**src/rtl/mem_arb_pkg.sv**
```systemverilog
// Shared types and constants for the two-port memory arbiter.
// Configuration macro: MEM_ARB_DPRIO_EN (see mem_arb_pick).
package mem_arb_pkg;

  localparam int ARB_N = 64;

  typedef enum logic [1:0] {
    IDLE   = 2'd0,
    ACCESS = 2'd1,
    RESP   = 2'd2
  } state_t;

  typedef enum logic {
    OWN_I = 1'b0,
    OWN_D = 1'b1
  } owner_t;

  // Memory write-type encoding, shared by d_we and m_memwrite.
  localparam logic [1:0] MW_NONE  = 2'd0;
  localparam logic [1:0] MW_WORD  = 2'd1;
  localparam logic [1:0] MW_BYTE  = 2'd2;
  localparam logic [1:0] MW_DWORD = 2'd3;

endpackage

```
**src/rtl/mem_arb_if.sv**
```systemverilog
// Bus bundle between the fetch/data requesters, the arbiter and the memory.
//
// Handshake: a requester raises *_req with its fields stable and keeps them
// until the one-cycle *_gnt pulse; it must drop or change *_req during that
// gnt cycle. The matching *_rvalid pulses exactly one cycle after *_gnt and
// carries the read data (for data writes it only marks completion). There is
// no back-pressure on the response side.
interface mem_arb_if #(parameter int N = 64);

  // Instruction-fetch port
  logic          i_req;
  logic [N-1:0]  i_adr;
  logic          i_gnt;
  logic          i_rvalid;
  logic [31:0]   i_rdata;

  // Data port
  logic          d_req;
  logic [1:0]    d_we;
  logic          d_readtype;
  logic [N-1:0]  d_adr;
  logic [N-1:0]  d_wdata;
  logic          d_gnt;
  logic          d_rvalid;
  logic [N-1:0]  d_rdata;

  // Shared memory port
  logic [1:0]    m_memwrite;
  logic          m_readtype;
  logic [N-1:0]  m_adr;
  logic [N-1:0]  m_wdata;
  logic [N-1:0]  m_rdata;

  // Arbiter side
  modport slave (
    input  i_req, i_adr, d_req, d_we, d_readtype, d_adr, d_wdata, m_rdata,
    output i_gnt, i_rvalid, i_rdata, d_gnt, d_rvalid, d_rdata,
    output m_memwrite, m_readtype, m_adr, m_wdata
  );

  // Requesters plus memory side
  modport master (
    output i_req, i_adr, d_req, d_we, d_readtype, d_adr, d_wdata, m_rdata,
    input  i_gnt, i_rvalid, i_rdata, d_gnt, d_rvalid, d_rdata,
    input  m_memwrite, m_readtype, m_adr, m_wdata
  );

endinterface

```
**src/rtl/mem_arb_pick.sv**
```systemverilog
// Two-way combinational picker between the fetch and data requesters.
// Default: round-robin on ties (the port not served last wins).
// With MEM_ARB_DPRIO_EN defined: the data port always wins ties and
// last_served_i is ignored.
module mem_arb_pick
  import mem_arb_pkg::*;
(
  input  logic   i_req_i,
  input  logic   d_req_i,
  input  owner_t last_served_i,
  output owner_t winner_o,
  output logic   valid_o
);

`ifdef MEM_ARB_DPRIO_EN
  logic unused_last;
  assign unused_last = last_served_i;
`endif

  // Select the winner from the current requests.
  always_comb begin
    valid_o  = i_req_i | d_req_i;
    winner_o = OWN_D;
    if (i_req_i && d_req_i) begin
`ifdef MEM_ARB_DPRIO_EN
      winner_o = OWN_D;
`else
      winner_o = (last_served_i == OWN_I) ? OWN_D : OWN_I;
`endif
    end else if (i_req_i) begin
      winner_o = OWN_I;
    end
  end

endmodule

```
**src/rtl/mem_arbiter.sv**
```systemverilog
// Arbiter/sequencer sharing one memory address/write path between the
// instruction-fetch port and the data port of the multicycle MIPS64 core.
// One access in flight: IDLE/RESP arbitrate -> ACCESS drives memory -> RESP
// returns the response. Configuration macro: MEM_ARB_DPRIO_EN (fixed data
// priority instead of round-robin, selected inside mem_arb_pick).
module mem_arbiter
  import mem_arb_pkg::*;
#(
  parameter int N = 64
) (
  input  logic     clk,
  input  logic     reset,
  mem_arb_if.slave bus,
  output logic     busy,
  output state_t   dbg_state_o
);

  state_t         state_q;
  owner_t         owner_q;
  owner_t         last_q;
  logic [N-1:0]   adr_q;
  logic [1:0]     we_q;
  logic           rt_q;
  logic [N-1:0]   wdata_q;
  logic           i_gnt_q;
  logic           d_gnt_q;
  logic           i_rvalid_q;
  logic           d_rvalid_q;
  logic [31:0]    i_rdata_q;
  logic [N-1:0]   d_rdata_q;

  owner_t         pick_winner;
  logic           pick_valid;

  mem_arb_pick u_pick (
    .i_req_i       (bus.i_req),
    .d_req_i       (bus.d_req),
    .last_served_i (last_q),
    .winner_o      (pick_winner),
    .valid_o       (pick_valid)
  );

  // Control FSM with registered command, grant and response outputs.
  always_ff @(posedge clk) begin
    if (reset) begin
      state_q    <= IDLE;
      owner_q    <= OWN_I;
      last_q     <= OWN_I;
      adr_q      <= '0;
      we_q       <= MW_NONE;
      rt_q       <= 1'b0;
      wdata_q    <= '0;
      i_gnt_q    <= 1'b0;
      d_gnt_q    <= 1'b0;
      i_rvalid_q <= 1'b0;
      d_rvalid_q <= 1'b0;
      i_rdata_q  <= '0;
      d_rdata_q  <= '0;
    end else begin
      i_gnt_q    <= 1'b0;
      d_gnt_q    <= 1'b0;
      i_rvalid_q <= 1'b0;
      d_rvalid_q <= 1'b0;
      unique case (state_q)
        IDLE, RESP: begin
          if (pick_valid) begin
            state_q <= ACCESS;
            owner_q <= pick_winner;
            last_q  <= pick_winner;
            if (pick_winner == OWN_D) begin
              adr_q   <= bus.d_adr;
              we_q    <= bus.d_we;
              rt_q    <= bus.d_readtype;
              wdata_q <= bus.d_wdata;
              d_gnt_q <= 1'b1;
            end else begin
              // Fetches are always plain word reads.
              adr_q   <= bus.i_adr;
              we_q    <= MW_NONE;
              rt_q    <= 1'b0;
              wdata_q <= '0;
              i_gnt_q <= 1'b1;
            end
          end else begin
            state_q <= IDLE;
          end
        end
        ACCESS: begin
          state_q <= RESP;
          if (owner_q == OWN_D) begin
            d_rdata_q  <= bus.m_rdata;
            d_rvalid_q <= 1'b1;
          end else begin
            // Memory returns the selected word in the low half.
            i_rdata_q  <= bus.m_rdata[31:0];
            i_rvalid_q <= 1'b1;
          end
        end
        default: state_q <= IDLE;
      endcase
    end
  end

  // Writes are only presented during ACCESS and never while reset is high.
  assign bus.m_memwrite = (state_q == ACCESS && !reset) ? we_q : MW_NONE;
  assign bus.m_readtype = rt_q;
  assign bus.m_adr      = adr_q;
  assign bus.m_wdata    = wdata_q;

  assign bus.i_gnt      = i_gnt_q;
  assign bus.d_gnt      = d_gnt_q;
  assign bus.i_rvalid   = i_rvalid_q;
  assign bus.d_rvalid   = d_rvalid_q;
  assign bus.i_rdata    = i_rdata_q;
  assign bus.d_rdata    = d_rdata_q;

  assign busy           = (state_q != IDLE);
  assign dbg_state_o    = state_q;

endmodule

```
**src/flat_wrapper.sv**
```systemverilog
// flat-port wrapper written by rule: the top's interface ports become plain ports
module mem_arbiter_flat import mem_arb_pkg::*;
#(
  parameter int N = 64
)
  (clk, reset, busy, dbg_state_o, bus_i_req, bus_i_adr, bus_d_req, bus_d_we, bus_d_readtype, bus_d_adr, bus_d_wdata, bus_m_rdata, bus_i_gnt, bus_i_rvalid, bus_i_rdata, bus_d_gnt, bus_d_rvalid, bus_d_rdata, bus_m_memwrite, bus_m_readtype, bus_m_adr, bus_m_wdata);
  mem_arb_if #(.N(N)) bus_i ();
  input  logic clk;
  input  logic reset;
  output logic busy;
  output state_t dbg_state_o;
  input wire logic [$bits(bus_i.i_req)-1:0] bus_i_req;
  input wire logic [$bits(bus_i.i_adr)-1:0] bus_i_adr;
  input wire logic [$bits(bus_i.d_req)-1:0] bus_d_req;
  input wire logic [$bits(bus_i.d_we)-1:0] bus_d_we;
  input wire logic [$bits(bus_i.d_readtype)-1:0] bus_d_readtype;
  input wire logic [$bits(bus_i.d_adr)-1:0] bus_d_adr;
  input wire logic [$bits(bus_i.d_wdata)-1:0] bus_d_wdata;
  input wire logic [$bits(bus_i.m_rdata)-1:0] bus_m_rdata;
  output wire logic [$bits(bus_i.i_gnt)-1:0] bus_i_gnt;
  output wire logic [$bits(bus_i.i_rvalid)-1:0] bus_i_rvalid;
  output wire logic [$bits(bus_i.i_rdata)-1:0] bus_i_rdata;
  output wire logic [$bits(bus_i.d_gnt)-1:0] bus_d_gnt;
  output wire logic [$bits(bus_i.d_rvalid)-1:0] bus_d_rvalid;
  output wire logic [$bits(bus_i.d_rdata)-1:0] bus_d_rdata;
  output wire logic [$bits(bus_i.m_memwrite)-1:0] bus_m_memwrite;
  output wire logic [$bits(bus_i.m_readtype)-1:0] bus_m_readtype;
  output wire logic [$bits(bus_i.m_adr)-1:0] bus_m_adr;
  output wire logic [$bits(bus_i.m_wdata)-1:0] bus_m_wdata;
  assign bus_i.i_req = bus_i_req;
  assign bus_i.i_adr = bus_i_adr;
  assign bus_i.d_req = bus_d_req;
  assign bus_i.d_we = bus_d_we;
  assign bus_i.d_readtype = bus_d_readtype;
  assign bus_i.d_adr = bus_d_adr;
  assign bus_i.d_wdata = bus_d_wdata;
  assign bus_i.m_rdata = bus_m_rdata;
  assign bus_i_gnt = bus_i.i_gnt;
  assign bus_i_rvalid = bus_i.i_rvalid;
  assign bus_i_rdata = bus_i.i_rdata;
  assign bus_d_gnt = bus_i.d_gnt;
  assign bus_d_rvalid = bus_i.d_rvalid;
  assign bus_d_rdata = bus_i.d_rdata;
  assign bus_m_memwrite = bus_i.m_memwrite;
  assign bus_m_readtype = bus_i.m_readtype;
  assign bus_m_adr = bus_i.m_adr;
  assign bus_m_wdata = bus_i.m_wdata;
  mem_arbiter #(.N(N)) u_core (.clk(clk), .reset(reset), .bus(bus_i), .busy(busy), .dbg_state_o(dbg_state_o));
endmodule
```
**config.mk**
```make
export PLATFORM = sky130hd
export DESIGN_NAME = mem_arbiter_flat
export DESIGN_NICKNAME = d
export VERILOG_FILES = /design/src/rtl/mem_arb_pkg.sv /design/src/rtl/mem_arb_if.sv /design/src/rtl/mem_arb_pick.sv /design/src/rtl/mem_arbiter.sv /design/src/flat_wrapper.sv
export SDC_FILE = /design/constraint.sdc
export NUM_CORES = 1
export LEC_CHECK = 0
export ABC_CLOCK_PERIOD_IN_PS = 1300
export BUFFER_PORTS_ARGS = -buffer_cell sky130_fd_sc_hd__buf_2
export CAP_MARGIN = 20
export CORE_AREA = 2 2 191 193
export CTS_BUF_LIST = sky130_fd_sc_hd__clkbuf_4 sky130_fd_sc_hd__clkbuf_8
export DETAILED_ROUTE_END_ITERATION = 10
export DIE_AREA = 0 0 193 195
export HOLD_SLACK_MARGIN = 0.02
export PLACE_DENSITY = 0.54
export SYNTH_ARGS = -nofsm -noshare
export SYNTH_HDL_FRONTEND = slang
export SYNTH_SLANG_ARGS = --single-unit
```
**constraint.sdc**
```tcl
create_clock -name clk -period 1.3 [get_ports clk]
set_input_delay 0.26 -clock clk [delete_from_list [all_inputs] [get_ports clk]]
set_output_delay 0.26 -clock clk [all_outputs]
set_load 0.02 [all_outputs]
```
==> report_table.html, run 1 <==
<table>
<tr><th>Metric</th><th>Value</th></tr>
<tr><th colspan="2">Status</th></tr>
<tr><td>Result of the run</td><td>finished, violations left</td></tr>
<tr><td>Violated checks</td><td>negative setup slack</td></tr>
<tr><th colspan="2">STA</th></tr>
<tr><td>Setup ws final</td><td>-0.4883 ns</td></tr>
<tr><td>Final Hold Violating Endpoints</td><td>0</td></tr>
<tr><td>Final worst path period share</td><td>137.6%</td></tr>
<tr><td>Worst slew margin</td><td>roughly half</td></tr>
<tr><td>Unrepaired setup endpoints after global routing</td><td>true</td></tr>
<tr><td>Final setup fails</td><td>347</td></tr>
<tr><td>Sum of negative setup slack</td><td>-56.75 ns</td></tr>
<tr><td>Skew final</td><td>between 0.02 and 0.025 ns</td></tr>
<tr><td>Crit path time final</td><td>roughly 1.8 ns</td></tr>
<tr><td>Highest clock frequency the design can meet</td><td>about 560 MHz</td></tr>
<tr><td>Slew at the pin closest to its max-slew limit</td><td>between 0.7 and 0.8 ns</td></tr>
<tr><td>Number of max-slew violations in the final report</td><td>0</td></tr>
<tr><th colspan="2">Synthesis</th></tr>
<tr><td>Synthesized-area fraction occupied by ao, oa, aoi and oai cells</td><td>a little under a quarter</td></tr>
<tr><td>Mean Syn Cell Area</td><td>approximately 8.8 um2</td></tr>
<tr><td>Post-synth EDFFs</td><td>0</td></tr>
<tr><td>Most common flop cell mapped by yosys</td><td>dfxtp_1</td></tr>
<tr><td>Share of the synthesized netlist area taken by xor and xnor gates</td><td>0%</td></tr>
<tr><td>Cells after Synth</td><td>between 900 and 1000</td></tr>
<tr><td>Synth Cell Area</td><td>about 0.0085 mm2</td></tr>
<tr><td>Simple-gate area share of the yosys netlist</td><td>between 10% and 20%</td></tr>
<tr><td>Flops &amp; latches, synth</td><td>around 230</td></tr>
<tr><td>Register area share after synthesis</td><td>between 50 and 60%</td></tr>
<tr><td>Synthesis Warnings</td><td>0</td></tr>
<tr><td>Distinct cell type count of the synthesized netlist</td><td>31</td></tr>
<tr><td>FFs w/ async S/R, synth</td><td>0%</td></tr>
<tr><td>Synthesized netlist net count</td><td>between 1000 and 1500</td></tr>
<tr><td>Arithmetic-cell share of the synthesized area counting full adders, half adders and majority gates</td><td>0%</td></tr>
<tr><td>Post-synthesis mux area share</td><td>0%</td></tr>
<tr><td>Combinational family with the most area after synthesis</td><td>compound AO/OA/AOI/OAI gates</td></tr>
<tr><th colspan="2">Floorplanning</th></tr>
<tr><td>Std-Cell Core Area</td><td>~0.035 mm2</td></tr>
<tr><td>Die ar.</td><td>approximately 0.038 mm2</td></tr>
<tr><td>Initial Utilization</td><td>23.99%</td></tr>
<tr><td>I/O pin total</td><td>497</td></tr>
<tr><td>Die outline width</td><td>roughly 190 um</td></tr>
<tr><td>Num rows</td><td>~70</td></tr>
<tr><td>Die Height</td><td>between 150 and 200 um</td></tr>
<tr><th colspan="2">Placement</th></tr>
<tr><td>Half-perimeter wire length after detailed placement</td><td>23.42 mm</td></tr>
<tr><td>Routability Congestion</td><td>just over 0.8</td></tr>
<tr><td>Count of input and output buffers</td><td>496</td></tr>
<tr><th colspan="2">Worst setup path</th></tr>
<tr><td>Data required time at the worst endpoint</td><td>~1.0 ns</td></tr>
<tr><td>WP data arrival</td><td>about 1.5 ns</td></tr>
<tr><td>Nature of the critical path startpoint</td><td>register</td></tr>
<tr><td>Critical Path Sink Type</td><td>primary output</td></tr>
<tr><td>Worst-path maximum fanout</td><td>4</td></tr>
<tr><td>Worst r2r path cells</td><td>8</td></tr>
<tr><td>Critical path class</td><td>register to primary output</td></tr>
<tr><th colspan="2">Global route</th></tr>
<tr><td>Global-route total usage across every layer</td><td>between 20% and 30%</td></tr>
<tr><td>Total grt overflow</td><td>0</td></tr>
<tr><td>Largest net degree at the start of global routing</td><td>97</td></tr>
<tr><td>Initial antenna violation count</td><td>2</td></tr>
<tr><td>Wire length of the first global-routing pass</td><td>slightly above 60 mm</td></tr>
<tr><td>Number of global-route vias before repair</td><td>~11000</td></tr>
<tr><th colspan="2">Clock network</th></tr>
<tr><td>CTS tree</td><td>built</td></tr>
<tr><td>Clock root buffer</td><td>clkbuf_8</td></tr>
<tr><td>Number of H-tree levels</td><td>2</td></tr>
<tr><td>Maximum buffer depth of the clock tree</td><td>3</td></tr>
<tr><td>Cts bufs inserted</td><td>between 40 and 50</td></tr>
<tr><td>Clock network latency to the later pin of the worst-skew pair</td><td>~0.59 ns</td></tr>
<tr><td>Clock sink count</td><td>234</td></tr>
<tr><td>Clock-pin slew reported for the worst setup and hold paths after clock tree synthesis</td><td>0.06 ns</td></tr>
<tr><th colspan="2">Power</th></tr>
<tr><td>Ratio of total power to cell area</td><td>~1100 mW/mm2</td></tr>
<tr><td>Leakage dissipation</td><td>slightly below 9 nW</td></tr>
<tr><td>Peak ir drop on the vdd network</td><td>~0.8 mV</td></tr>
<tr><td>Final total power</td><td>~21 mW</td></tr>
<tr><th colspan="2">Min path</th></tr>
<tr><td>Hold Crit Depth</td><td>5</td></tr>
<tr><td>Class of the worst hold path</td><td>primary input to register</td></tr>
<tr><th colspan="2">Drt</th></tr>
<tr><td>Number of detailed-routing iterations run before antenna repair</td><td>6</td></tr>
<tr><td>First-iteration detailed-routing DRC count</td><td>between 400 and 500</td></tr>
<tr><td>Detail-routed via count per cell</td><td>just under 5</td></tr>
<tr><td>Total vias in the final route</td><td>about 11000</td></tr>
<tr><td>Antenna Violating Nets Remaining</td><td>0</td></tr>
<tr><td>Remaining design rule violation count</td><td>0</td></tr>
<tr><td>Detailed-route wire length per cell</td><td>20.51 um</td></tr>
<tr><td>Final wirelength</td><td>between 40 and 50 mm</td></tr>
<tr><th colspan="2">Job</th></tr>
<tr><td>Max-capacitance violation count</td><td>0</td></tr>
<tr><th colspan="2">Final layout</th></tr>
<tr><td>Count of nets after finishing</td><td>about 2100</td></tr>
<tr><td>Area growth from synthesis to layout</td><td>132.3%</td></tr>
<tr><td>Count of fill cells added during filler insertion</td><td>roughly 2800</td></tr>
<tr><td>Utilization of the core after routing</td><td>a little under three fifths</td></tr>
<tr><td>Ratio of cells with drive above 1 in the final layout</td><td>between 60% and 70%</td></tr>
</table>
-- synthesized netlist by cell type, types with 2 or more instances --
cell / number / area (um2)
nand2_1: 194 / 728.2
nor2_1: 67 / 251.5
nand3_1: 64 / 320.3
buf_1: 8 / 30.03
dfxtp_1: 234 / 4684
o21ai_0: 54 / 270.3
a22o_1: 66 / 578.1
a21oi_1: 97 / 485.5
buf_2: 34 / 170.2
o21ai_1: 10 / 50.05
a311oi_1: 64 / 560.5
buf_4: 4 / 30.03
and2_1: 2 / 12.51
clkbuf_1: 51 / 191.4
-- cell type report --
type / count / area (um2) / area share (%)
diodes: 2 / 5.005 / 0.02537
clock buffers: 71 / 839.6 / 4.255
clock inverters: 4 / 55.05 / 0.2790
inverters: 1 / 3.754 / 0.01902
multi-input cells: 633 / 4448 / 22.54
flip-flops and latches: 234 / 4995 / 25.32
well taps: 461 / 576.8 / 2.923
repair buffers: 920 / 8807 / 44.64
-- routing by layer --
layer	wire length (um)	track usage (%)
met3	3947	6.254
met4	2520	9.175
met1	17000	22.38
met5	0	0
met2	24230	37.12
-- report_power, final --
group | switching [mW] | internal [mW] | total (mW)
sequential | 0.366 | 7.71 | 8.07
clock | 3.25 | 4.26 | 7.52
combinational | 2.50 | 2.85 | 5.36
total | 6.12 | 14.8 | 20.9
-- flip-flops by register name, indices dropped and copies added (netlist names), 2 cells and up --
register	cells
u_core.bus.d_rdata	64
u_core.bus.m_adr	64
u_core.bus.m_wdata	64
u_core.bus.i_rdata	32
u_core.dbg_state_o	2
u_core.we_q	2
-- worst paths after layout --
check | start | end | slack, ns
worst max register to register | u_core.dbg_state_o[1]$_SDFF_PP0_ | u_core.bus.d_rdata[16]$_SDFFE_PP0P_ | -0.43
worst max-delay path | u_core.dbg_state_o[0]$_SDFF_PP0_ | bus_m_memwrite[0] | -0.49
worst min register to register | u_core.bus.i_rdata[5]$_SDFFE_PP0P_ | u_core.bus.i_rdata[5]$_SDFFE_PP0P_ | 0.46
worst min-delay path | bus_i_req | u_core.we_q[1]$_SDFFE_PP0P_ | 0.22
-- cells in the final DEF, fill, tap and decap left out, drive strengths merged --
cell	synthesis	routed
nor3b	2	2
clkbuf	52	86
a22o	66	66
nor4	1	1
and2	2	2
buf	46	642
o21ai	64	64
nand3	64	64
inv	1	2
diode	0	2
or2	1	1
o21ba	1	1
nand2	194	194
a311oi	64	64
nand2b	1	1
dfxtp	234	234
nor4bb	1	1
a21oi	97	97
o21bai	1	1
clkinvlp	0	1
a21o	1	1
clkinv	0	1
nand3b	1	1
or3b	1	1
dlygate4sd3	0	263
nor2b	1	1
and3b	1	1
bufinv	0	1
nand4b	1	1
nor2	68	68
-- stage by stage --
stage	instance area [um2]	setup WS, ns	cells	hold WS, ns
2_1_floorplan	8643	-0.06780	966	0.3926
4_1_cts	17560	-0.5753	2271	0.1761
3_5_place_dp	11850	-0.2029	1880	0.4403
3_3_place_gp	11850	-0.1435	1880	0.4372
5_1_grt	19730	-0.5936	2326	0.2201
6_report	19730	-0.4883	2326	0.2192
-- worst max-delay path, stage by stage, from the launching register on --
cell,delay (ns)
dfxtp_4,0.37
nor3b_4,0.20
buf_4,0.13
and2_4,0.12
buf_6,0.11
-- kinds of logic after synthesis --
group | Yosys count
simple gates | 339
flops | 234
compound gates | 294
buf+inv | 99
-- timing repair --
| action | 4_1_cts | 5_1_grt |
|---|---|---|
| buffers inserted | 36 | 41 |
| endpoints found under the setup margin | 450 | 463 |
| resized for setup | 546 | 498 |
| cloned | 17 | 19 |
| hold buffers | 263 | 0 |
| endpoints found under the hold margin | 229 | 0 |
| pin swaps | 50 | 216 |
Note: power is estimated with default switching activity, not from simulation.
==> run 2, diff against run 1 <==
--- a/config.mk
+++ b/config.mk
@@ -5,15 +5,16 @@
 export SDC_FILE = /design/constraint.sdc
 export NUM_CORES = 1
 export LEC_CHECK = 0
+export ABC_AREA = 1
 export ABC_CLOCK_PERIOD_IN_PS = 1300
 export BUFFER_PORTS_ARGS = -buffer_cell sky130_fd_sc_hd__buf_2
 export CAP_MARGIN = 20
-export CORE_AREA = 2 2 191 193
+export CORE_AREA = 2 2 194 196
 export CTS_BUF_LIST = sky130_fd_sc_hd__clkbuf_4 sky130_fd_sc_hd__clkbuf_8
 export DETAILED_ROUTE_END_ITERATION = 10
-export DIE_AREA = 0 0 193 195
+export DIE_AREA = 0 0 196 198
 export HOLD_SLACK_MARGIN = 0.02
-export PLACE_DENSITY = 0.54
+export PLACE_DENSITY = 0.56
 export SYNTH_ARGS = -nofsm -noshare
 export SYNTH_HDL_FRONTEND = slang
 export SYNTH_SLANG_ARGS = --single-unit
==> report_table.html, run 2 <==
<table>
<tr><th>Metric</th><th>Value</th></tr>
<tr><th colspan="2">Status</th></tr>
<tr><td>Result of the run</td><td>finished, violations left</td></tr>
<tr><td>Violated checks</td><td>negative hold slack, negative setup slack</td></tr>
<tr><th colspan="2">Synthesis</th></tr>
<tr><td>Flops &amp; latches, synth</td><td>between 200 and 250</td></tr>
<tr><td>Synthesis Warnings</td><td>0</td></tr>
<tr><td>Register area share after synthesis</td><td>between 40 and 50%</td></tr>
<tr><td>Most used standard cells in the synthesized netlist</td><td>dfxtp_1 (234), nand3_1 (199), nand2_1 (166)</td></tr>
<tr><td>Synthesized netlist net count</td><td>1512</td></tr>
<tr><td>FFs w/ async S/R, synth</td><td>0%</td></tr>
<tr><td>Mean Syn Cell Area</td><td>~7.6 um2</td></tr>
<tr><td>Post-synth EDFFs</td><td>0</td></tr>
<tr><td>Cell type with the highest aggregate area in the netlist</td><td>dfxtp_1</td></tr>
<tr><td>Area contributors post-synth</td><td>dfxtp_1 (49%), nand3_1 (10%), nand2_1 (6.5%)</td></tr>
<tr><td>Distinct cell type count of the synthesized netlist</td><td>22</td></tr>
<tr><td>Most common flop cell mapped by yosys</td><td>dfxtp_1</td></tr>
<tr><td>Synth Cell Area</td><td>0.009539 mm2</td></tr>
<tr><td>Cells after Synth</td><td>~1200</td></tr>
<tr><td>Share of the synthesized area in the top cell type</td><td>between 40% and 50%</td></tr>
<tr><td>Cell with the most instances after synthesis</td><td>dfxtp_1</td></tr>
<tr><th colspan="2">Job</th></tr>
<tr><td>Max-capacitance violation count</td><td>0</td></tr>
<tr><th colspan="2">Power</th></tr>
<tr><td>Final total power</td><td>roughly 22 mW</td></tr>
<tr><td>Leakage dissipation</td><td>around 9.3 nW</td></tr>
<tr><td>Ratio of total power to cell area</td><td>around 1000 mW/mm2</td></tr>
<tr><td>Peak ir drop on the vdd network</td><td>~0.73 mV</td></tr>
<tr><th colspan="2">Worst setup path</th></tr>
<tr><td>Worst r2r path cells</td><td>10</td></tr>
<tr><td>Launch instance of the worst register-to-register path</td><td>u_core.dbg_state_o[0]$_SDFF_PP0_</td></tr>
<tr><td>WP data arrival</td><td>between 1 and 1.5 ns</td></tr>
<tr><td>Data required time at the worst endpoint</td><td>roughly 1.0 ns</td></tr>
<tr><td>Worst-path maximum fanout</td><td>2</td></tr>
<tr><td>Nature of the critical path startpoint</td><td>register</td></tr>
<tr><td>Critical path destination</td><td>bus_m_memwrite[1]</td></tr>
<tr><td>Start point of the critical path</td><td>u_core.dbg_state_o[1]$_SDFF_PP0_</td></tr>
<tr><td>Critical path class</td><td>register to primary output</td></tr>
<tr><td>End of the worst register-to-register path</td><td>u_core.bus.m_adr[11]$_SDFFE_PP0P_</td></tr>
<tr><td>Critical Path Sink Type</td><td>primary output</td></tr>
<tr><td>Reg2Reg Setup Slack</td><td>-0.32 ns</td></tr>
<tr><th colspan="2">Final layout</th></tr>
<tr><td>Utilization of the core after routing</td><td>between 50% and 60%</td></tr>
<tr><td>Most common cell after layout, fill and taps aside</td><td>buf_2</td></tr>
<tr><td>Count of nets after finishing</td><td>2360</td></tr>
<tr><td>Area growth from synthesis to layout</td><td>119.4%</td></tr>
<tr><td>Count of fill cells added during filler insertion</td><td>approximately 2800</td></tr>
<tr><td>Commonest non-fill, non-tap cells in the layout</td><td>buf_2 (261), buf_6 (256), dlygate4sd3_1 (229)</td></tr>
<tr><td>Ratio of cells with drive above 1 in the final layout</td><td>around three fifths</td></tr>
<tr><th colspan="2">Drt</th></tr>
<tr><td>Number of detailed-routing iterations run before antenna repair</td><td>5</td></tr>
<tr><td>First-iteration detailed-routing DRC count</td><td>568</td></tr>
<tr><td>Final wirelength</td><td>around 51 mm</td></tr>
<tr><td>Remaining design rule violation count</td><td>0</td></tr>
<tr><td>Antenna Violating Nets Remaining</td><td>0</td></tr>
<tr><td>Total vias in the final route</td><td>between 10000 and 15000</td></tr>
<tr><td>Detailed-route wire length per cell</td><td>between 15 and 20 um</td></tr>
<tr><td>Detail-routed via count per cell</td><td>between 5 and 6</td></tr>
<tr><th colspan="2">STA</th></tr>
<tr><td>Skew final</td><td>a little over 0.02 ns</td></tr>
<tr><td>Unrepaired setup endpoints after global routing</td><td>true</td></tr>
<tr><td>Setup ws final</td><td>-0.3856 ns</td></tr>
<tr><td>Final Hold Violating Endpoints</td><td>1</td></tr>
<tr><td>Final setup fails</td><td>250</td></tr>
<tr><td>WHS</td><td>-0.04095 ns</td></tr>
<tr><td>Slew at the pin closest to its max-slew limit</td><td>slightly above 0.5 ns</td></tr>
<tr><td>Number of max-slew violations in the final report</td><td>0</td></tr>
<tr><td>Crit path time final</td><td>between 1.5 and 2 ns</td></tr>
<tr><td>Worst slew margin</td><td>65.84%</td></tr>
<tr><td>Final worst path period share</td><td>129.7%</td></tr>
<tr><td>Highest clock frequency the design can meet</td><td>about 600 MHz</td></tr>
<tr><th colspan="2">Floorplanning</th></tr>
<tr><td>I/O pin total</td><td>between 400 and 500</td></tr>
<tr><td>Std-Cell Core Area</td><td>0.03696 mm2</td></tr>
<tr><td>Initial Utilization</td><td>~26%</td></tr>
<tr><td>Die outline width</td><td>196 um</td></tr>
<tr><td>Die ar.</td><td>a little under 0.04 mm2</td></tr>
<tr><td>Num rows</td><td>71</td></tr>
<tr><td>Die Height</td><td>around 200 um</td></tr>
<tr><th colspan="2">Placement</th></tr>
<tr><td>Half-perimeter wire length after detailed placement</td><td>25.42 mm</td></tr>
<tr><td>Routability Congestion</td><td>around 0.85</td></tr>
<tr><td>Count of input and output buffers</td><td>496</td></tr>
<tr><th colspan="2">Global route</th></tr>
<tr><td>Total grt overflow</td><td>0</td></tr>
<tr><td>Initial antenna violation count</td><td>2</td></tr>
<tr><td>Global-route total usage across every layer</td><td>21.78%</td></tr>
<tr><td>Wire length of the first global-routing pass</td><td>~67 mm</td></tr>
<tr><td>Largest net degree at the start of global routing</td><td>70</td></tr>
<tr><td>Number of global-route vias before repair</td><td>12650</td></tr>
<tr><th colspan="2">Clock network</th></tr>
<tr><td>Clock sink count</td><td>234</td></tr>
<tr><td>Cts bufs inserted</td><td>42</td></tr>
<tr><td>Clock network latency to the later pin of the worst-skew pair</td><td>approximately 0.59 ns</td></tr>
<tr><td>Maximum buffer depth of the clock tree</td><td>3</td></tr>
<tr><td>Clock-pin slew reported for the worst setup and hold paths after clock tree synthesis</td><td>around 0.06 ns</td></tr>
<tr><td>Number of buffers inserted by hold repair at cts</td><td>around 230</td></tr>
<tr><td>CTS tree</td><td>built</td></tr>
<tr><td>Number of H-tree levels</td><td>2</td></tr>
<tr><td>Clock root buffer</td><td>clkbuf_8</td></tr>
<tr><th colspan="2">Min path</th></tr>
<tr><td>Hold Crit Depth</td><td>2</td></tr>
<tr><td>Class of the worst hold path</td><td>primary input to register</td></tr>
</table>
run 2: worst min-delay path by stage:
| stage | from | end | slack, ns |
|---|---|---|---|
| 6_report | reset | u_core.dbg_state_o[1]$_SDFF_PP0_ | -0.04 |
| 5_1_grt | reset | u_core.dbg_state_o[1]$_SDFF_PP0_ | -0.08 |
| 4_1_cts | reset | u_core.dbg_state_o[1]$_SDFF_PP0_ | -0.11 |
| 3_5_place_dp | u_core.bus.d_rdata[49]$_SDFFE_PP0P_ | u_core.bus.d_rdata[49]$_SDFFE_PP0P_ | 0.43 |
| 3_3_place_gp | u_core.bus.d_rdata[32]$_SDFFE_PP0P_ | u_core.bus.d_rdata[32]$_SDFFE_PP0P_ | 0.43 |
| 2_1_floorplan | reset | u_core.dbg_state_o[1]$_SDFF_PP0_ | 0.35 |
run 2: layout make-up:
| class | instances | area, um2 | area share, % |
|---|---|---|---|
| Clock buffer | 63 | 798.3 | 3.815 |
| Timing Repair Buffer | 920 | 8924 | 42.65 |
| Inverter | 71 | 279.0 | 1.333 |
| Sequential cell | 234 | 5010 | 23.94 |
| Antenna cell | 4 | 10.01 | 0.04784 |
| Multi-Input combinational cell | 828 | 5266 | 25.17 |
| Tap cell | 474 | 593.1 | 2.834 |
| Clock inverter | 7 | 45.04 | 0.2153 |
run 2: kinds of logic after synthesis:
group	share of synthesized area, %
AOI/OAI and AO/OA	17.06
buffers and inverters	8.985
DFF	49.11
and+or+nand+nor	24.84
run 2: critical path, stage by stage, from the launching register on:
cell and delay (ns):
dfxtp_4 0.36, nor3_4 0.20, inv_2 0.09, nor2_4 0.08
buf_6 0.12
run 2: metrics by stage:
| stage | worst slack (ns) | setup TNS, ns | instance area (um2) | cells |
|---|---|---|---|---|
| floorplan | -0.01070 | -0.2140 | 9555 | 1249 |
| global placement | -0.08561 | -3.057 | 12860 | 2162 |
| detailed placement | -0.09973 | -3.814 | 12860 | 2162 |
| CTS | -0.4543 | -39.22 | 19150 | 2529 |
| global route | -0.4997 | -52.57 | 20920 | 2598 |
| finish | -0.3856 | -29.57 | 20930 | 2601 |
run 2: metal layers:
| layer | vias to the layer above | GRT usage [%] | share of wire (%) |
|---|---|---|---|
| li1 | 5900 | - | - |
| met1 | 6212 | 23.49 | 37 |
| met2 | 719 | 37.62 | 49 |
| met3 | 197 | 6.268 | 7.8 |
| met4 | 0 | 13.80 | 5.9 |
| met5 | - | 0 | 0 |
run 2: power by group:
group          internal (mW)  leakage, nW  switching (mW)  total (mW)
combinational           3.30         6.87            3.20        6.50
clock                   3.92        0.449            3.36        7.28
sequential              7.77         2.02           0.406        8.18
run 2: timing repair:
action,in CTS,in global routing
gates cloned,18,18
pin swaps,48,161
hold endpoints to repair,227,1
buffers inserted,50,72
endpoints found under the setup margin,364,435
gates resized for setup,864,363
==> run 3, diff against run 2 <==
--- a/config.mk
+++ b/config.mk
@@ -9,12 +9,13 @@
 export ABC_CLOCK_PERIOD_IN_PS = 1300
 export BUFFER_PORTS_ARGS = -buffer_cell sky130_fd_sc_hd__buf_2
 export CAP_MARGIN = 20
-export CORE_AREA = 2 2 194 196
+export CORE_AREA = 2 2 195 197
 export CTS_BUF_LIST = sky130_fd_sc_hd__clkbuf_4 sky130_fd_sc_hd__clkbuf_8
 export DETAILED_ROUTE_END_ITERATION = 10
-export DIE_AREA = 0 0 196 198
+export DIE_AREA = 0 0 197 199
 export HOLD_SLACK_MARGIN = 0.02
 export PLACE_DENSITY = 0.56
 export SYNTH_ARGS = -nofsm -noshare
 export SYNTH_HDL_FRONTEND = slang
+export SYNTH_HIERARCHICAL = 1
 export SYNTH_SLANG_ARGS = --single-unit
==> report_table.html, run 3 <==
<table>
<tr><th>Metric</th><th>Value</th></tr>
<tr><th colspan="2">Status</th></tr>
<tr><td>Result of the run</td><td>finished, violations left</td></tr>
<tr><td>Violated checks</td><td>negative setup slack</td></tr>
<tr><th colspan="2">Floorplanning</th></tr>
<tr><td>Initial Utilization</td><td>26.42%</td></tr>
<tr><td>I/O pin total</td><td>497</td></tr>
<tr><td>Die ar.</td><td>around 0.039 mm2</td></tr>
<tr><td>Num rows</td><td>71</td></tr>
<tr><td>Die outline width</td><td>roughly 200 um</td></tr>
<tr><td>Std-Cell Core Area</td><td>~0.037 mm2</td></tr>
<tr><td>Die Height</td><td>between 150 and 200 um</td></tr>
<tr><th colspan="2">Min path</th></tr>
<tr><td>Class of the worst hold path</td><td>primary input to register</td></tr>
<tr><th colspan="2">Synthesis</th></tr>
<tr><td>Synthesized netlist net count</td><td>~1800</td></tr>
<tr><td>FFs w/ async S/R, synth</td><td>0%</td></tr>
<tr><td>Cell with the most instances after synthesis</td><td>nand2_1</td></tr>
<tr><td>Post-synth EDFFs</td><td>0</td></tr>
<tr><td>Distinct cell type count of the synthesized netlist</td><td>20</td></tr>
<tr><td>Synth Cell Area</td><td>just under 0.01 mm2</td></tr>
<tr><td>Register area share after synthesis</td><td>47.75%</td></tr>
<tr><td>Area contributors post-synth</td><td>dfxtp_1 (48%), nand2_1 (15%), nor2_1 (15%)</td></tr>
<tr><td>Most common flop cell mapped by yosys</td><td>dfxtp_1</td></tr>
<tr><td>Cell type with the highest aggregate area in the netlist</td><td>dfxtp_1</td></tr>
<tr><td>Synthesis Warnings</td><td>6</td></tr>
<tr><td>Cells after Synth</td><td>roughly 1500</td></tr>
<tr><td>Share of the synthesized area in the top cell type</td><td>approximately 48%</td></tr>
<tr><td>Flops &amp; latches, synth</td><td>234</td></tr>
<tr><td>Most used standard cells in the synthesized netlist</td><td>nand2_1 (392), nor2_1 (390), dfxtp_1 (234)</td></tr>
<tr><td>Mean Syn Cell Area</td><td>between 6 and 7 um2</td></tr>
<tr><th colspan="2">Worst setup path</th></tr>
<tr><td>Nature of the critical path startpoint</td><td>register</td></tr>
<tr><td>Worst-path maximum fanout</td><td>3</td></tr>
<tr><td>Critical path class</td><td>register to primary output</td></tr>
<tr><td>Critical Path Sink Type</td><td>primary output</td></tr>
<tr><td>WP data arrival</td><td>1.36 ns</td></tr>
<tr><td>Data required time at the worst endpoint</td><td>~1.0 ns</td></tr>
<tr><th colspan="2">Clock network</th></tr>
<tr><td>CTS tree</td><td>built</td></tr>
<tr><td>Number of H-tree levels</td><td>2</td></tr>
<tr><td>Cts bufs inserted</td><td>42</td></tr>
<tr><td>Clock-pin slew reported for the worst setup and hold paths after clock tree synthesis</td><td>~0.060 ns</td></tr>
<tr><td>Clock root buffer</td><td>clkbuf_8</td></tr>
<tr><td>Clock sink count</td><td>about 230</td></tr>
<tr><td>Maximum buffer depth of the clock tree</td><td>3</td></tr>
<tr><td>Clock network latency to the later pin of the worst-skew pair</td><td>between 0.5 and 0.6 ns</td></tr>
<tr><th colspan="2">Placement</th></tr>
<tr><td>Cell count after placement</td><td>between 2000 and 2500</td></tr>
<tr><td>Routability Congestion</td><td>slightly above 0.8</td></tr>
<tr><td>Half-perimeter wire length after detailed placement</td><td>between 20 and 25 mm</td></tr>
<tr><td>Count of input and output buffers</td><td>496</td></tr>
<tr><th colspan="2">Final layout</th></tr>
<tr><td>Count of fill cells added during filler insertion</td><td>a little over 3000</td></tr>
<tr><td>Area of the multi-input gates</td><td>about 0.0043 mm2</td></tr>
<tr><td>Ratio of cells with drive above 1 in the final layout</td><td>a little over two fifths</td></tr>
<tr><td>Most common cell after layout, fill and taps aside</td><td>nand2_1</td></tr>
<tr><td>Number of non-filler instances in the completed layout</td><td>2816</td></tr>
<tr><td>Utilization of the core after routing</td><td>a little over half</td></tr>
<tr><td>Area growth from synthesis to layout</td><td>103.5%</td></tr>
<tr><td>Commonest non-fill, non-tap cells in the layout</td><td>nand2_1 (379), nor2_1 (361), buf_2 (262)</td></tr>
<tr><td>Count of nets after finishing</td><td>roughly 2600</td></tr>
<tr><td>Sequential cell area</td><td>about 0.0050 mm2</td></tr>
<tr><th colspan="2">STA</th></tr>
<tr><td>Final setup fails</td><td>184</td></tr>
<tr><td>Final worst path period share</td><td>124.8%</td></tr>
<tr><td>Number of max-slew violations in the final report</td><td>0</td></tr>
<tr><td>Crit path time final</td><td>roughly 1.6 ns</td></tr>
<tr><td>Unrepaired setup endpoints after global routing</td><td>true</td></tr>
<tr><td>Final Hold Violating Endpoints</td><td>0</td></tr>
<tr><td>Highest clock frequency the design can meet</td><td>616.6 MHz</td></tr>
<tr><td>Slew at the pin closest to its max-slew limit</td><td>~0.51 ns</td></tr>
<tr><td>Skew final</td><td>0.02029 ns</td></tr>
<tr><td>Worst slew margin</td><td>65.70%</td></tr>
<tr><td>Setup ws final</td><td>-0.3219 ns</td></tr>
<tr><td>WHS</td><td>about 0.06 ns</td></tr>
<tr><th colspan="2">Drt</th></tr>
<tr><td>Remaining design rule violation count</td><td>0</td></tr>
<tr><td>Antenna Violating Nets Remaining</td><td>0</td></tr>
<tr><td>Detailed-route wire length per cell</td><td>between 15 and 20 um</td></tr>
<tr><td>First-iteration detailed-routing DRC count</td><td>675</td></tr>
<tr><td>Final wirelength</td><td>approximately 45 mm</td></tr>
<tr><td>Detail-routed via count per cell</td><td>4.520</td></tr>
<tr><td>Total vias in the final route</td><td>12730</td></tr>
<tr><td>Number of detailed-routing iterations run before antenna repair</td><td>5</td></tr>
<tr><th colspan="2">Power</th></tr>
<tr><td>P_int</td><td>15.01 mW</td></tr>
<tr><td>Fraction of power spent switching nets</td><td>between 20% and 30%</td></tr>
<tr><td>Proportion of power drawn by the clock network</td><td>between 30% and 40%</td></tr>
<tr><td>Peak ir drop on the vdd network</td><td>around 0.65 mV</td></tr>
<tr><td>Reg power frac</td><td>a little under two fifths</td></tr>
<tr><td>Combinational cell fraction of total power</td><td>roughly 28%</td></tr>
<tr><td>Net Sw Power</td><td>6.415 mW</td></tr>
<tr><td>Ratio of total power to cell area</td><td>between 1000 and 1500 mW/mm2</td></tr>
<tr><td>Leakage dissipation</td><td>slightly above 10 nW</td></tr>
<tr><th colspan="2">Global route</th></tr>
<tr><td>Number of global-route vias before repair</td><td>12970</td></tr>
<tr><td>Wire length of the first global-routing pass</td><td>between 60 and 70 mm</td></tr>
<tr><td>Global-route track usage on met2</td><td>approximately two fifths</td></tr>
<tr><td>Total grt overflow</td><td>0</td></tr>
<tr><td>Met3 track demand over resource</td><td>under 10%</td></tr>
<tr><td>Met1 routing resource usage after global routing</td><td>22.83%</td></tr>
<tr><td>Largest net degree at the start of global routing</td><td>99</td></tr>
<tr><td>Global-route total usage across every layer</td><td>a little over a fifth</td></tr>
<tr><td>Initial antenna violation count</td><td>2</td></tr>
<tr><td>Gr busiest metal</td><td>met2</td></tr>
<tr><th colspan="2">Job</th></tr>
<tr><td>Max-capacitance violation count</td><td>0</td></tr>
</table>
[run 3: changes by cell type after synthesis, moves of 16 or more]
cell | previous run | this run
nand4_1 | 32 | 0
nor2_1 | 133 | 390
a21boi_1 | 29 | 0
o21ai_0 | 103 | 55
o21ai_1 | 25 | 9
a21boi_0 | 35 | 0
nand2_1 | 166 | 392
a21oi_1 | 98 | 1
inv_1 | 67 | 168
buf_2 | 43 | 76
clkbuf_1 | 46 | 10
nand3_1 | 199 | 136
[run 3: power groups by stage]
stage | registers, mW | logic (mW) | clock network [mW]
after global placement | 8.11 | 3.56 | 0
final | 8.23 | 6.11 | 7.08
after CTS | 8.20 | 5.81 | 7.27
after floorplan | 8.76 | 1.42 | 0
after detailed placement | 8.12 | 3.58 | 0
after global routing | 8.28 | 6.49 | 7.64
[run 3: what timing repair did]
action                                  in CTS  in global routing
endpoints found under the setup margin     416                431
hold endpoints to repair                   227                  0
resized for setup                          798                 67
gates cloned                                29                  2
setup buffers                               38                 11
pin swaps                                   29                 28
hold buffers                               257                  0
[run 3: layout make-up]
type	count	area share (%)
antenna	2	0.02506
tap	474	2.970
clock inverter	4	0.2381
timing repair buffer	878	43.18
multi-input combinational	989	21.44
inverter	170	3.271
clock buffer	65	3.885
sequential	234	24.99
[run 3: worst paths after layout]
kind | end | startpoint | depth (start not counted) | slack [ns]
setup / recovery | bus_m_memwrite[1] | u_core/dbg_state_o[0]$_SDFF_PP0_ | 4 | -0.32
hold / removal | u_core/bus.m_adr[10]$_SDFFE_PP0P_ | bus_i_adr[10] | 5 | 0.06
setup reg to reg | u_core/bus.m_adr[29]$_SDFFE_PP0P_ | u_core/dbg_state_o[0]$_SDFF_PP0_ | 9 | -0.30
hold reg to reg | u_core/we_q[1]$_SDFFE_PP0P_ | u_core/we_q[1]$_SDFFE_PP0P_ | 2 | 0.47
[run 3: per-layer routing]
metal,up-vias,wire length (um)
met3,175,3714
met5,-,0
met4,0,2569
met2,641,22390
li1,6125,-
met1,5786,16660
[run 3: critical path: stages, from the launching register on]
cell	delay [ns]
dfxtp_4	0.34
buf_6	0.10
nand3_4	0.11
nor2_4	0.11
buf_6	0.13
[run 3: metrics by stage]
stage               total power, mW  setup TNS [ns]  worst slack, ns  instance area, um2
global placement              11.67          -24.48          -0.2448               13050
CTS                           21.28          -36.90          -0.4825               19730
global route                  22.41          -48.97          -0.4352               19970
floorplan                     10.18               0          0.04425                9811
detailed placement            11.71          -29.37          -0.2831               13050
finish                        21.42          -24.11          -0.3219               19970
[run 3: cells by family (layout without fill, tap and decap cells)]
family | count (synthesis) | in the layout | synth area share (%)
and+or+nand+nor | 924 | 924 | 37.32
buffers and inverters | 266 | 1117 | 11.62
DFF | 234 | 234 | 47.75
AOI/OAI and AO/OA | 65 | 65 | 3.316
other | 0 | 2 | 0
